File: config.mk
export PLATFORM = sky130hd
export DESIGN_NAME = rtc_bus_arbiter_flat
export DESIGN_NICKNAME = d
export VERILOG_FILES = /design/src/rtl/rtc_bus_arbiter_pkg.sv /design/src/rtl/rtc_bus_arbiter_if.sv /design/src/rtl/rtc_bus_arbiter_rr_pick.sv /design/src/rtl/rtc_bus_arbiter.sv /design/src/flat_wrapper.sv
export SDC_FILE = /design/constraint.sdc
export NUM_CORES = 1
export LEC_CHECK = 0
export CAP_MARGIN = 20
export CORE_UTILIZATION = 40
export DETAILED_ROUTE_END_ITERATION = 8
export PLACE_DENSITY = 0.74
export SYNTH_ARGS = -nofsm -noshare
export SYNTH_HDL_FRONTEND = slang
export SYNTH_SLANG_ARGS = --single-unit
export TNS_END_PERCENT = 20
File: constraint.sdc
create_clock -name clk -period 4.85 [get_ports clk]
set_input_delay 1.2125 -clock clk [delete_from_list [all_inputs] [get_ports clk]]
set_output_delay 1.2125 -clock clk [all_outputs]
set_load 0.01 [all_outputs]
File: src/rtl/rtc_bus_arbiter_pkg.sv
// Shared definitions for the RTC bus arbiter.
//   state_t        : arbiter FSM state encoding (2 bits)
//   GNT_*          : bit positions of each requester in the one-hot grant
//   TIMEOUT_DEF    : default WAIT-state cycle budget before aborting
//   RD_ERR_VAL_DEF : default read data returned on a timed-out transaction
package rtc_bus_arbiter_pkg;

  typedef enum logic [1:0] {
    ST_IDLE    = 2'd0,
    ST_ISSUE   = 2'd1,
    ST_WAIT    = 2'd2,
    ST_RELEASE = 2'd3
  } state_t;

  localparam int GNT_INIT = 2;
  localparam int GNT_WR   = 1;
  localparam int GNT_RD   = 0;

  localparam logic [11:0] TIMEOUT_DEF    = 12'h0FF;
  localparam logic [7:0]  RD_ERR_VAL_DEF = 8'hFF;

endpackage

File: src/rtl/rtc_bus_arbiter_if.sv
// Handshake between the arbiter and the RTC bus controller.
//   bus_start : one-cycle pulse starting a transaction   (arbiter -> ctrl)
//   bus_rw    : 1=read, 0=write                          (arbiter -> ctrl)
//   bus_addr  : RTC register address                     (arbiter -> ctrl)
//   bus_wdata : write data                               (arbiter -> ctrl)
//   bus_done  : transaction finished, bus_rdata valid    (ctrl -> arbiter)
//   bus_rdata : data read from the RTC                   (ctrl -> arbiter)
// master = arbiter side, slave = bus controller side.
interface rtc_bus_arbiter_if;

  logic       bus_start;
  logic       bus_rw;
  logic [7:0] bus_addr;
  logic [7:0] bus_wdata;
  logic       bus_done;
  logic [7:0] bus_rdata;

  modport master (
    output bus_start, bus_rw, bus_addr, bus_wdata,
    input  bus_done, bus_rdata
  );

  modport slave (
    input  bus_start, bus_rw, bus_addr, bus_wdata,
    output bus_done, bus_rdata
  );

endinterface

File: src/rtl/rtc_bus_arbiter_rr_pick.sv
// rtc_rr_pick: combinational requester selector.
//   init_req, wr_req, rd_req : pending requests
//   rr_last                  : last of wr/rd served (0=rd, 1=wr)
//   sel[2:0]                 : one-hot choice, [2]=init [1]=wr [0]=rd, 0 if none
// init always wins; wr and rd alternate when both are pending.
module rtc_rr_pick
  import rtc_bus_arbiter_pkg::*;
(
  input  logic       init_req,
  input  logic       wr_req,
  input  logic       rd_req,
  input  logic       rr_last,
  output logic [2:0] sel
);

  always_comb begin
    sel = 3'b000;
    if (init_req) begin
      sel[GNT_INIT] = 1'b1;
    end else if (wr_req && rd_req) begin
      // Serve whichever of the two was not served last.
      if (rr_last) sel[GNT_RD] = 1'b1;
      else         sel[GNT_WR] = 1'b1;
    end else if (wr_req) begin
      sel[GNT_WR] = 1'b1;
    end else if (rd_req) begin
      sel[GNT_RD] = 1'b1;
    end
  end

endmodule

File: src/rtl/rtc_bus_arbiter.sv
// rtc_bus_arbiter: shares one RTC bus controller among the init sequencer,
// the user-write path and the chrono/periodic-read path. One bus
// transaction per grant, with a timeout guard against a hung bus.
// Ports:
//   clk, reset                 : clock, asynchronous active-low reset
//   {init,wr,rd}_req/rw/addr/wdata : requester inputs (req is a level)
//   {init,wr,rd}_done          : one-cycle completion pulse to the owner
//   rdata, err                 : result, valid while a *_done is high
//   grant[2:0]                 : one-hot owner ([2]=init [1]=wr [0]=rd)
//   timeout_err                : sticky timeout flag, cleared only by reset
//   bus                        : handshake to the bus controller (master)
module rtc_bus_arbiter
  import rtc_bus_arbiter_pkg::*;
#(
  parameter logic [11:0] TIMEOUT    = TIMEOUT_DEF,
  parameter logic [7:0]  RD_ERR_VAL = RD_ERR_VAL_DEF
) (
  input  logic       clk,
  input  logic       reset,

  input  logic       init_req,
  input  logic       init_rw,
  input  logic [7:0] init_addr,
  input  logic [7:0] init_wdata,
  input  logic       wr_req,
  input  logic       wr_rw,
  input  logic [7:0] wr_addr,
  input  logic [7:0] wr_wdata,
  input  logic       rd_req,
  input  logic       rd_rw,
  input  logic [7:0] rd_addr,
  input  logic [7:0] rd_wdata,

  output logic       init_done,
  output logic       wr_done,
  output logic       rd_done,
  output logic [7:0] rdata,
  output logic       err,
  output logic [2:0] grant,
  output logic       timeout_err,

  rtc_bus_arbiter_if.master bus
);

  state_t      state;
  logic [11:0] cnt;
  logic        rr_last;
  logic [2:0]  done_r;

  logic [2:0]  pick;
  logic        pick_rw;
  logic [7:0]  pick_addr;
  logic [7:0]  pick_wdata;

  assign init_done = done_r[GNT_INIT];
  assign wr_done   = done_r[GNT_WR];
  assign rd_done   = done_r[GNT_RD];

  rtc_rr_pick u_pick (
    .init_req (init_req),
    .wr_req   (wr_req),
    .rd_req   (rd_req),
    .rr_last  (rr_last),
    .sel      (pick)
  );

  // Route the chosen requester's transaction fields to the bus latches.
  always_comb begin
    pick_rw    = rd_rw;
    pick_addr  = rd_addr;
    pick_wdata = rd_wdata;
    if (pick[GNT_INIT]) begin
      pick_rw    = init_rw;
      pick_addr  = init_addr;
      pick_wdata = init_wdata;
    end else if (pick[GNT_WR]) begin
      pick_rw    = wr_rw;
      pick_addr  = wr_addr;
      pick_wdata = wr_wdata;
    end
  end

  always_ff @(posedge clk or negedge reset) begin
    if (!reset) begin
      state         <= ST_IDLE;
      cnt           <= 12'd0;
      rr_last       <= 1'b0;
      done_r        <= 3'b000;
      rdata         <= 8'h00;
      err           <= 1'b0;
      grant         <= 3'b000;
      timeout_err   <= 1'b0;
      bus.bus_start <= 1'b0;
      bus.bus_rw    <= 1'b0;
      bus.bus_addr  <= 8'h00;
      bus.bus_wdata <= 8'h00;
    end else begin
      case (state)
        ST_IDLE: begin
          // Requests and their fields are only looked at here.
          if (pick != 3'b000) begin
            grant         <= pick;
            bus.bus_rw    <= pick_rw;
            bus.bus_addr  <= pick_addr;
            bus.bus_wdata <= pick_wdata;
            state         <= ST_ISSUE;
          end
        end

        ST_ISSUE: begin
          bus.bus_start <= 1'b1;
          cnt           <= 12'd0;
          state         <= ST_WAIT;
        end

        ST_WAIT: begin
          bus.bus_start <= 1'b0;
          cnt           <= cnt + 12'd1;
          // bus_done is checked first so it wins a tie with the timeout.
          if (bus.bus_done) begin
            rdata  <= bus.bus_rw ? bus.bus_rdata : 8'h00;
            err    <= 1'b0;
            done_r <= grant;
            state  <= ST_RELEASE;
          end else if (cnt == TIMEOUT - 12'd1) begin
            rdata       <= RD_ERR_VAL;
            err         <= 1'b1;
            timeout_err <= 1'b1;
            done_r      <= grant;
            state       <= ST_RELEASE;
          end
        end

        ST_RELEASE: begin
          if (grant[GNT_WR]) rr_last <= 1'b1;
          if (grant[GNT_RD]) rr_last <= 1'b0;
          done_r <= 3'b000;
          rdata  <= 8'h00;
          err    <= 1'b0;
          grant  <= 3'b000;
          cnt    <= 12'd0;
          state  <= ST_IDLE;
        end

        default: state <= ST_IDLE;
      endcase
    end
  end

endmodule

File: src/flat_wrapper.sv
// flat-port wrapper written by rule: the top's interface ports become plain ports
module rtc_bus_arbiter_flat import rtc_bus_arbiter_pkg::*;
#(
  parameter logic [11:0] TIMEOUT    = TIMEOUT_DEF,
  parameter logic [7:0]  RD_ERR_VAL = RD_ERR_VAL_DEF
)
  (clk, reset, init_req, init_rw, init_addr, init_wdata, wr_req, wr_rw, wr_addr, wr_wdata, rd_req, rd_rw, rd_addr, rd_wdata, init_done, wr_done, rd_done, rdata, err, grant, timeout_err, bus_bus_start, bus_bus_rw, bus_bus_addr, bus_bus_wdata, bus_bus_done, bus_bus_rdata);
  rtc_bus_arbiter_if bus_i ();
  input  logic clk;
  input  logic reset;
  input  logic init_req;
  input  logic init_rw;
  input  logic [7:0] init_addr;
  input  logic [7:0] init_wdata;
  input  logic wr_req;
  input  logic wr_rw;
  input  logic [7:0] wr_addr;
  input  logic [7:0] wr_wdata;
  input  logic rd_req;
  input  logic rd_rw;
  input  logic [7:0] rd_addr;
  input  logic [7:0] rd_wdata;
  output logic init_done;
  output logic wr_done;
  output logic rd_done;
  output logic [7:0] rdata;
  output logic err;
  output logic [2:0] grant;
  output logic timeout_err;
  output wire logic [$bits(bus_i.bus_start)-1:0] bus_bus_start;
  output wire logic [$bits(bus_i.bus_rw)-1:0] bus_bus_rw;
  output wire logic [$bits(bus_i.bus_addr)-1:0] bus_bus_addr;
  output wire logic [$bits(bus_i.bus_wdata)-1:0] bus_bus_wdata;
  input wire logic [$bits(bus_i.bus_done)-1:0] bus_bus_done;
  input wire logic [$bits(bus_i.bus_rdata)-1:0] bus_bus_rdata;
  assign bus_bus_start = bus_i.bus_start;
  assign bus_bus_rw = bus_i.bus_rw;
  assign bus_bus_addr = bus_i.bus_addr;
  assign bus_bus_wdata = bus_i.bus_wdata;
  assign bus_i.bus_done = bus_bus_done;
  assign bus_i.bus_rdata = bus_bus_rdata;
  rtc_bus_arbiter #(.TIMEOUT(TIMEOUT), .RD_ERR_VAL(RD_ERR_VAL)) u_core (.clk(clk), .reset(reset), .init_req(init_req), .init_rw(init_rw), .init_addr(init_addr), .init_wdata(init_wdata), .wr_req(wr_req), .wr_rw(wr_rw), .wr_addr(wr_addr), .wr_wdata(wr_wdata), .rd_req(rd_req), .rd_rw(rd_rw), .rd_addr(rd_addr), .rd_wdata(rd_wdata), .init_done(init_done), .wr_done(wr_done), .rd_done(rd_done), .rdata(rdata), .err(err), .grant(grant), .timeout_err(timeout_err), .bus(bus_i));
endmodule
**After elaboration in Yosys (flattened, before gate mapping)**

Cells that the tools add are included.

- $add $sub $neg: 1
- Equal/unequal tests: 6
- Mux-type cells: 34
- Bitwise gates (word level): 1
- Reductions and logical operators: 15

Operators by type and width:

| operator | number |
|---|---|
| $mux 8 | 7 |
| $pmux 12 s2 | 1 |
| $pmux 8 s2 | 1 |
| $add 12x1->12 const B | 1 |
| $eq 12x8->1 const B | 1 |
| $mux 1 | 12 |
| $pmux 3 s2 | 2 |
| $mux 2 | 5 |
| $reduce_and 2->1 | 5 |
| $reduce_bool 2->1 | 5 |
| $mux 3 | 3 |
| $pmux 2 s4 | 1 |
| $eq 2x2->1 const B | 2 |
| $pmux 1 s2 | 2 |
| $ne 3x2->1 const B | 1 |
| $reduce_and 3->1 | 1 |
| $reduce_bool 3->1 | 1 |
| $eq 2x1->1 const B | 1 |
| $logic_not 2->1 | 1 |
| $ne 2x1->1 const B | 1 |
| $reduce_or 2->1 | 1 |
| $logic_and 1x1->1 | 1 |
| $not 1->1 | 1 |

- Flip-flop bits (word level): 49
- Input port bits: 65
- Output and inout bits: 34
- Logic and storage cells: 69

**Depth between registers and ports, before layout**

- Depth after elaboration: 7
- Mapped depth: 7
- Gate-level depth less buffers: 6

**Hierarchy**

Synthesis repeated with hierarchy kept, for this count alone.

- Cells, all modules: 273
- Area total of the unflattened synthesis: 2,652.5 um^2

By module, submodules not included:

| module | instances | cells each | area each (um^2) |
|---|---|---|---|
| rtc_bus_arbiter | 1 | 268 | 2,615.0 |
| rtc_rr_pick | 1 | 5 | 37.5 |

**Least setup slack after synthesis**

Ideal clock, no wire load.

- Path kind: input-to-reg
- Start point: input init_req
- End point: register u_core.bus.bus_addr[0]
- Data arrival time: 2,505 ps
- Setup slack: 2,221 ps
- Stages: 4
- Cells stage by stage: clkbuf_1 > o31ai_2 > buf_2 > mux2_2

- Word-level cells in the longest chain between the ends: 3
- Elaborated cells on any way between the ends: 6
- Those cells by class: mux (4); reduce/logical (2)

RTL lines:

| item | line | RTL |
|---|---|---|
| from (decl) | flat_wrapper.sv:11 | `input logic init_req;` |
| $mux 2 / $mux 1 (equally long branches) | rtc_bus_arbiter_rr_pick.sv:18 | `if (init_req) begin` |
| $reduce_bool 3->1 / $mux 8 (equally long branches) | rtc_bus_arbiter.sv:101, rtc_bus_arbiter.sv:76 |  |
| $reduce_and 2->1 (no line) / $mux 8 (equally long branches) | - |  |
| to (signal assigned) | rtc_bus_arbiter.sv:104 | `bus.bus_addr <= pick_addr;` |
| to (decl) | rtc_bus_arbiter_if.sv:19 | `output bus_start, bus_rw, bus_addr, bus_wdata,` |

Parallel ways exist; a longest one is shown, timed or not.
A chain may end at the register's enable or synchronous reset.

**Worst setup path in the final report**

- Start point: input wr_req
- End point: register u_core.bus.bus_rw

- Word-level cells in the longest chain between the ends: 5
- Elaborated cells on any way between the ends: 9
- Those cells by class: mux (6); reduce/logical (3)

RTL lines:

| item | line | RTL |
|---|---|---|
| from (decl) | flat_wrapper.sv:15 | `input logic wr_req;` |
| $mux 1 / $logic_and 1x1->1 (equally long branches) | rtc_bus_arbiter_rr_pick.sv:24, rtc_bus_arbiter_rr_pick.sv:20 |  |
| $mux 2 (*) | rtc_bus_arbiter_rr_pick.sv:20 | `end else if (wr_req && rd_req) begin` |
| $mux 2 (*) | rtc_bus_arbiter_rr_pick.sv:18 |  |
| $reduce_bool 3->1 / $mux 1 (equally long branches) | rtc_bus_arbiter.sv:101, rtc_bus_arbiter.sv:76 |  |
| $reduce_and 2->1 (no line) / $mux 1 (equally long branches) | - |  |
| to (signal assigned) | rtc_bus_arbiter.sv:103 | `bus.bus_rw <= pick_rw;` |
| to (decl) | rtc_bus_arbiter_if.sv:19 |  |

Mark *: on every way between the ends. The rest lies on a longest branch, timed or not.

==> metrics.cfg <==
[logic_synthesis]
synth_cell_type_count=39
synth_top_area_frac=0.4757
avgSynthCellArea_um2=10.61
yosys_warnings=0
synth-seq-cells=49
synth-simple-area-share=0.1413
synth.area.top_cells=dfrtp_1 (48%), mux2_2 (8.3%), mux2i_1 (7.0%)
synth_xor_area_frac=0.02379
synth_top_family_by_area=multiplexers
yosysSeqAreaShare=0.4757
yosysTopAreaCell=dfrtp_1
synth-adder-area-share=0.03398
synth_cells=243
synth_compound_area_frac=0.1432
synthesis.nets=315
synth.area.mux_share=0.1529
netlist_area_um2=2577

[cells_and_area]
final_cells=417
finalInstanceArea_um2=3751
diodes=0
mostFrequentLayoutCells=clkdlybuf4s50_1 (97), dfrtp_1 (49), nand2_1 (33)
final_common_cell=clkdlybuf4s50_1
fin_nets=413
area_growth_syn_to_layout_pct=45.53
drive_gt1_frac=0.1228

[routing]
viasPerCell=5.151
wire_per_inst_um=14.55
wl_um=6069
drc_errors=0
final_antenna_net_count=0
drt_first_pass_iters=4
first_iter_violations=70
num_vias=2148

[clock_tree]
cts_tree=done
cts_max_level=2
clk_pin_slew_ns=0.10
cts_buffer_depth=2
hold_buffers=0
post_cts_resize_count=0
cts_buffers=5
cts_root_buffer=clkbuf_8
cts_num_sinks=49
cts_setup_buffers=0
worst_skew_pair.late_latency_ns=0.31

[worst_hold_path]
holdPathStages=2
hold_end=u_core.timeout_err
min_path_type=reg2reg
min_from=u_core.timeout_err

[run]
maxCapViolations=0

[die]
fp.dieArea_um2=6768
initial_core_util=0.4253
ioPinCount=99
die_w_um=82.27
coreArea_um2=6061
die_y_um=82.27
rows=28

[timing]
max_freq_mhz=352.9
setup_viol=0
tightest_slew_ns=0.8296
slew_violations=0
tns_ns=0
rsz0062_at_grt=no
hold_viol=0
layout_setup_ws_ns=2.016
slew_headroom=0.4427
fin_crit_ns=2.834
fin_skew_ns=0.009362
period_share=0.5843

[placement]
pre_cts_slack_ns=1.676
portBuffers=98
dp_cells=409
placed_cell_area_um2=3636
place_congestion=0.7903
dp_hpwl_um=4461

[critical_path]
cp_slowest_cell=clkdlybuf4s50_1
path_class=in2reg
reg2reg_to=u_core.state[1]
worstPathArrival_ns=3.03
endpoint_kind=flop
reg2regPathDepth=6
critPathMaxFanout=14
cp_cell_sequence=clkdlybuf4s50_1, a21boi_2, buf_4, mux2i_1, o21ai_0, mux2_2
rrSetupSlack_ns=2.50
max_stage_delay_ns=0.55
r2r-start=u_core.cnt[0]
cp_data_required_time_ns=5.05
start_kind=primary input

[power_and_ir_drop]
power_frac_seq=0.364
power_frac_clock=0.164
swShare=0.3472
irDropWorstVdd_mv=0.3075
p_int_w=0.001191
leakagePower_nw=1.616
power_frac_comb=0.473
switchingPower_w=0.0006335
power_density_nw_per_um2=486.4

[global_route]
grtUsageTotal=0.1956
grt_pass1_vias=2130
grt_pass1_wl_um=9901
antenna_found_initial=0
grt_overflow_total=0
grt_max_degree=50

[outcome]
status=finished clean

## final cells by class
cell class,instances,area [um2]
flip-flops and latches,49,1226
multi-input cells,175,1280
repair buffers,102,1006
clock inverters,3,46.29
clock buffers,5,68.82
well taps,75,93.84
fillers,514,2310
inverters,8,30.03
## critical path: cells and delay by family
family / cells / cell delay (ns)
mux: 2 / 0.50
buf+inv: 2 / 0.88
compound gates: 2 / 0.43
## worst max-delay path by stage
stage	start	to	slack (ns)	depth (start not counted)
floorplan	init_req	u_core.bus.bus_addr[0]	2.22	4
global placement	wr_req	u_core.bus.bus_wdata[3]	1.74	6
detailed placement	wr_req	u_core.bus.bus_rw	1.68	6
CTS	wr_req	u_core.bus.bus_rw	2.01	6
global route	wr_req	u_core.bus.bus_rw	1.89	6
finish	wr_req	u_core.bus.bus_rw	2.02	6
## synthesized netlist by cell type (all sizes together)
master   n
a21oi    6
ha       7
inv      8
xnor2    4
nand4    6
nor2    15
mux2i   18
nor3     5
nand4b   2
and3b    1
o21bai   1
o32a     1
nor4     2
dfrtp   49
mux2    19
or3      3
o211ai   3
a22oi    1
xor2     3
a31o     1
buf      3
or3b     1
nor2b    1
clkbuf   8
nand2b   2
o31ai    2
o21ba    1
o41ai    1
o21ai   22
or2      1
a21boi   1
nand3    1
a21o     2
nand3b   1
nand2   33
a221o    8
## flip-flops by register name, indices dropped and copies added (netlist names)
name and count:
u_core.timeout_err 1, u_core.done_r 3, u_core.bus.bus_rw 1, u_core.bus.bus_start 1
u_core.rr_last 1, u_core.state 2, u_core.grant 3, u_core.err 1
u_core.bus.bus_wdata 8, u_core.rdata 8, u_core.cnt 12, u_core.bus.bus_addr 8
## cells by family after synthesis
group / after synthesis
flops: 49
xor+xnor: 7
mux: 37
compound gates: 50
buf+inv: 19
simple gates: 74
fa+ha+maj: 7
## layer usage
layer,GRT usage,wire length (um),vias to the layer above
met2,0.3017,2785,81
li1,-,-,1064
met5,0,0,-
met3,0.07912,588,7
met1,0.2465,2609,996
met4,0.06842,86,0
## power groups by stage
| stage | combinational [W] | sequential, W | clock (W) |
|---|---|---|---|
| finish | 0.000863 | 0.000663 | 0.000299 |
| global route | 0.000940 | 0.000684 | 0.000323 |
| CTS | 0.000874 | 0.000662 | 0.000311 |
| detailed placement | 0.000871 | 0.000665 | 0 |
| global placement | 0.000861 | 0.000665 | 0 |
| floorplan | 0.000426 | 0.000703 | 0 |
## per-stage QoR
stage	hold slack (ns)	utilization	total power, W
2_1_floorplan	0.4995	-	0.001129
3_3_place_gp	0.4509	0.5999	0.001526
3_5_place_dp	0.4518	0.5999	0.001537
4_1_cts	0.4768	0.6189	0.001847
5_1_grt	0.4992	0.6189	0.001947
6_report	0.4684	0.6189	0.001825
No activity file was read; power rests on OpenSTA's default activity.
